**src/rtl/esp32_i2s_rx.sv**
```systemverilog
// rtl/esp32_i2s_rx.sv - oversampled Philips I2S receiver presenting atomic L/R sample pairs
// BCLK/LRCLK/DIN are synchronised into clk; every slot decision is taken on a detected BCLK rise.
module esp32_i2s_rx #(
    parameter int SAMPLE_BITS = 16,
    parameter int IDLE_TO_CYC = 5_400_000,
    parameter int ERR_W       = 8
) (
    input  logic                          clk,
    input  logic                          rst,
    input  logic                          i2s_bclk,
    input  logic                          i2s_lrclk,
    input  logic                          i2s_din,
    output logic signed [SAMPLE_BITS-1:0] sample_l,
    output logic signed [SAMPLE_BITS-1:0] sample_r,
    output logic                          sample_valid,
    output logic [ERR_W-1:0]              frame_err_count,
    output logic                          active
);

    localparam int                 IDLE_W   = $clog2(IDLE_TO_CYC + 1);
    localparam logic [IDLE_W-1:0]  IDLE_MAX = IDLE_W'(IDLE_TO_CYC - 1);
    localparam logic [5:0]         SB       = 6'(SAMPLE_BITS);

    typedef enum logic [1:0] {ST_SYNC, ST_LEFT, ST_RIGHT} state_t;

    state_t                   state_q, state_d;
    logic [1:0]               bclk_s, lr_s, din_s;
    logic                     bclk_d, rise_q, ws_q, din_q, ws_prev;
    logic [5:0]               bitcnt, cnt_inc;
    logic [SAMPLE_BITS-1:0]   shift_q, shift_in, left_hold;
    logic                     left_ok;
    logic [IDLE_W-1:0]        idle_cnt;
    logic                     timeout, transition, slot_good;
    logic                     close_left, close_right, close_short;

    assign timeout    = !rise_q && (idle_cnt == IDLE_MAX);
    assign transition = ws_q != ws_prev;

    always_comb begin
        state_d     = state_q;
        close_left  = 1'b0;
        close_right = 1'b0;
        close_short = 1'b0;
        cnt_inc     = (bitcnt == 6'd63) ? bitcnt : bitcnt + 6'd1;
        shift_in    = (bitcnt < SB) ? {shift_q[SAMPLE_BITS-2:0], din_q} : shift_q;
        // The transition rise still carries the old slot's LSB, so it counts toward the close.
        slot_good   = cnt_inc >= SB;
        if (timeout) begin
            state_d = ST_SYNC;
        end else if (rise_q && transition) begin
            case (state_q)
                ST_SYNC: begin
                    if (!ws_q) state_d = ST_LEFT;
                end
                ST_LEFT: begin
                    state_d     = ST_RIGHT;
                    close_left  = slot_good;
                    close_short = !slot_good;
                end
                ST_RIGHT: begin
                    state_d     = ST_LEFT;
                    close_right = slot_good;
                    close_short = !slot_good;
                end
                default: state_d = ST_SYNC;
            endcase
        end
    end

    always_ff @(posedge clk or posedge rst) begin
        if (rst) begin
            bclk_s          <= '0;
            lr_s            <= '0;
            din_s           <= '0;
            bclk_d          <= 1'b0;
            rise_q          <= 1'b0;
            ws_q            <= 1'b0;
            din_q           <= 1'b0;
            ws_prev         <= 1'b0;
            state_q         <= ST_SYNC;
            bitcnt          <= '0;
            shift_q         <= '0;
            left_hold       <= '0;
            left_ok         <= 1'b0;
            idle_cnt        <= '0;
            sample_l        <= '0;
            sample_r        <= '0;
            sample_valid    <= 1'b0;
            frame_err_count <= '0;
            active          <= 1'b0;
        end else begin
            bclk_s       <= {bclk_s[0], i2s_bclk};
            lr_s         <= {lr_s[0], i2s_lrclk};
            din_s        <= {din_s[0], i2s_din};
            bclk_d       <= bclk_s[1];
            rise_q       <= bclk_s[1] & ~bclk_d;
            ws_q         <= lr_s[1];
            din_q        <= din_s[1];
            state_q      <= state_d;
            sample_valid <= 1'b0;

            if (rise_q)                   idle_cnt <= '0;
            else if (idle_cnt != IDLE_MAX) idle_cnt <= idle_cnt + IDLE_W'(1);

            if (timeout) begin
                left_ok <= 1'b0;
                active  <= 1'b0;
                bitcnt  <= '0;
                shift_q <= '0;
            end else if (rise_q) begin
                ws_prev <= ws_q;
                if (transition) begin
                    bitcnt  <= '0;
                    shift_q <= '0;
                end else begin
                    bitcnt  <= cnt_inc;
                    shift_q <= shift_in;
                end
                if (close_short) begin
                    if (frame_err_count != '1) frame_err_count <= frame_err_count + ERR_W'(1);
                    if (state_q == ST_LEFT) left_ok <= 1'b0;
                end
                if (close_left) begin
                    left_hold <= shift_in;
                    left_ok   <= 1'b1;
                end
                if (close_right && left_ok) begin
                    sample_l     <= left_hold;
                    sample_r     <= shift_in;
                    sample_valid <= 1'b1;
                    active       <= 1'b1;
                    left_ok      <= 1'b0;
                end
            end
        end
    end

endmodule

```
**config.mk**
```make
export PLATFORM = sky130hd
export DESIGN_NAME = esp32_i2s_rx
export DESIGN_NICKNAME = d
export VERILOG_FILES = /design/src/rtl/esp32_i2s_rx.sv
export SDC_FILE = /design/constraint.sdc
export NUM_CORES = 1
export LEC_CHECK = 0
export CAP_MARGIN = 15
export CORE_MARGIN = 8
export CORE_UTILIZATION = 40
export DETAILED_ROUTE_END_ITERATION = 6
export GPL_TIMING_DRIVEN = 0
export HOLD_SLACK_MARGIN = 0.02
export SYNTH_ARGS = -nofsm -noshare
export SYNTH_HDL_FRONTEND = slang
export SYNTH_SLANG_ARGS = --single-unit
```
**constraint.sdc**
```tcl
create_clock -name clk -period 9.7 [get_ports clk]
set_clock_uncertainty 0.15 [all_clocks]
set_input_delay 1.94 -clock clk [delete_from_list [all_inputs] [get_ports clk]]
set_output_delay 1.94 -clock clk [all_outputs]
set_load 0.005 [all_outputs]
```
==> results.yml <==
yosys:
  synthSimpleGateAreaFrac_pct: 13.71
  syn_avg_cell_area_um2: 11.52
  synth_top_family_by_area: "simple AND/OR/NAND/NOR gates"
  syn-num-nets: 450
  yosysWarnings: 0
  synth-compound-area-share_pct: 10.68
  ys_types: 42
  yosysSeqAreaShare_pct: 58.01
  synth_commonest_cells: "117 x dfrtp_1, 43 x nor2_1, 33 x nand2_1, 30 x o21ai_0, 26 x a21oi_1"
  synth_top_area_share_pct: 58.01
  yosysTopAreaCell: "dfrtp_1"
  synth-adder-area-share_pct: 1.735
  synthCells: 438
  ys_ff_latch: 117
  muxShareOfSynthArea_pct: 8.552
  synth.most_common_cell: "dfrtp_1"
  synth_edf_count: 0
  synth_xor_area_share_pct: 4.685
  netlist_area_um2: 5047
  ys_top_cells_by_area: "dfrtp_1 58%, mux2_4 4.8%, mux2i_1 3.6%"
  synth_flop_cell: "dfrtp_1"
  async_flop_share_pct: 100.0
worst_setup_path:
  r2r_slack_ns: 7.20
  worst_ep_arrival_time_ns: 1.40
  reg2reg_depth: 7
  critPathRequiredTime_ns: 7.61
  r2r-end: "sample_r[15]"
  crit_fanout: 6
  worst-path-buf-inv: 1
  critPathKind: "register to output pin"
  startpoint_type: "register"
  crit_chain: "clkdlybuf4s50_1"
  slowest_delay_ns: 0.54
  crit_path_end_kind: "output pin"
  cp_top_family: "buffers and inverters"
  slowest_stage: "clkdlybuf4s50_1"
  reg2reg_from: "bitcnt[0]"
clocking:
  cts-resized-gates: 0
  h-tree-depth: 4
  post_cts_buffers: 0
  cts_num_sinks: 117
  cts_tree: "built"
  clk_pin_slew_worst_paths_ns: 0.05
  cts_buffers: 17
  worstSkewPairLatency_ns: 0.41
  ctsRootBufferMaster: "clkbuf_16"
  clockBufferDepth: 2
  hold_buffers: 0
global_route:
  grt_pass1_wl_um: 17670
  grt_max_degree: 67
  overflow: 0
  antenna_found_initial: 0
  grt.total_usage_pct: 13.73
  grt_pass1_vias: 3484
timing:
  setup_slack_ns: 6.215
  fin_crit_ns: 3.485
  setup_violations: 0
  fin_crit_sh_pct: 35.93
  maxSlewViolCount: 0
  setup_tns_ns: 0
  worst_hold_slack_ns: 0.1938
  max-slew-margin-rel_pct: 32.06
  worstMarginPinSlew_ns: 1.010
  fmax_ghz: 0.2869
  finalHoldViolCount: 0
  rsz0062_at_grt: "false"
floorplan:
  die_y_um: 128.3
  start_util_pct: 40.49
  dieArea_um2: 16470
  dieWidth_um: 128.3
  core_um2: 12470
  rows: 41
  io_pins: 47
flow_run:
  cap_violations: 0
worst_hold_path:
  min_to: "din_q"
  hold_class: "register to register"
  hp-start: "din_s[1]"
  holdPathStages: 0
detailed_routing:
  drcViolationCount: 0
  wire_per_inst_um: 15.11
  drt_pre_antenna_iters: 4
  finalWirelength_um: 10410
  drtAntennaViolNets: 0
  via_per_inst: 5.073
  wl_met1_um: 5023
  vias: 3495
  drt_iter0_drc: 245
  top_layer: "met4"
  dr_wl_met3_um: 512
  wl_met2_um: 4744
final_layout:
  syn2layout_area_growth_pct: 26.35
  n_antenna_cell: 0
  drive_gt1_share_pct: 12.57
  multi_input_area_um2: 1987
  fillers: 1094
  register_area_um2: 2928
  nets: 516
place:
  io_buffers: 46
  hpwl_um: 7025
  dp_slack_ns: 6.450
  gp_congestion: 0.8137
status:
  status: "finished, final reports clean"
power_and_ir_drop:
  power-per-cell-area_nw_per_um2: 199.6
  ir_drop_mv: 0.1190
  leakagePower_nw: 3.024
[cell type report]
| type | count | area share (%) |
|---|---|---|
| Clock buffer | 24 | 7.867 |
| Clock inverter | 8 | 1.883 |
| Multi-Input combinational cell | 294 | 31.16 |
| Tap cell | 172 | 3.375 |
| Inverter | 8 | 0.5493 |
| Timing Repair Buffer | 47 | 7.652 |
| Sequential cell | 117 | 45.91 |
| Buffer | 19 | 1.609 |
[routing by layer]
| metal | vias up | GRT usage (%) |
|---|---|---|
| li1 | 1689 | - |
| met1 | 1730 | 17.92 |
| met2 | 63 | 20.21 |
| met3 | 13 | 4.923 |
| met4 | 0 | 5.804 |
| met5 | - | 0 |
[cells by family (layout without fill, tap and decap cells)]
group	after synthesis	count (layout)
AO/OA/AOI/OAI	85	85
AND/OR/NAND/NOR	140	140
buffers and inverters	27	106
XOR/XNOR	27	27
multiplexers	35	35
flip-flops	117	117
adder cells (fa/ha/maj)	7	7
[worst max path at each step]
stage	slack, ns	depth (start not counted)	from	to
floorplan	4.51	1	rst	active
CTS	6.19	1	frame_err_count[0]	frame_err_count[0]
global placement	2.84	2	rst	left_hold[1]
finish	6.21	1	frame_err_count[0]	frame_err_count[0]
global route	6.15	1	frame_err_count[2]	frame_err_count[2]
detailed placement	6.45	3	rst	sample_l[1]
[per-stage QoR]
stage          instances  instance area [um2]  util (%)  power [mW]
2_1_floorplan        438                 5047         -      0.5938
3_3_place_gp         656                 5723     45.91      0.6226
3_5_place_dp         657                 5756     46.17      0.6282
4_1_cts              689                 6377     51.16       1.285
5_1_grt              689                 6377     51.16       1.321
6_report             689                 6377     51.16       1.273
[flip-flops by register name (all words and copies together), names as in the netlist, 2 cells and up]
register / count
bclk_s: 2
bitcnt: 6
din_s: 2
frame_err_count: 8
idle_cnt: 23
left_hold: 16
lr_s: 2
sample_l: 16
sample_r: 16
shift_q: 16
state_q: 2
[cell usage in the layout, fill, tap and decap left out, types with 14 or more instances in the layout]
master           instances
clkdlybuf4s50_1         46
nor2_1                  43
a22o_1                  18
o21ai_0                 30
nand2_1                 33
mux2i_1                 18
xor2_1                  14
dfrtp_1                117
mux2_4                  16
a21oi_1                 26
clkbuf_16               17
[where the power goes]
group | switching, mW | internal, mW
combinational | 0.0461 | 0.0389
sequential | 0.0241 | 0.509
clock | 0.218 | 0.437
No activity file was read; power rests on OpenSTA's default activity.
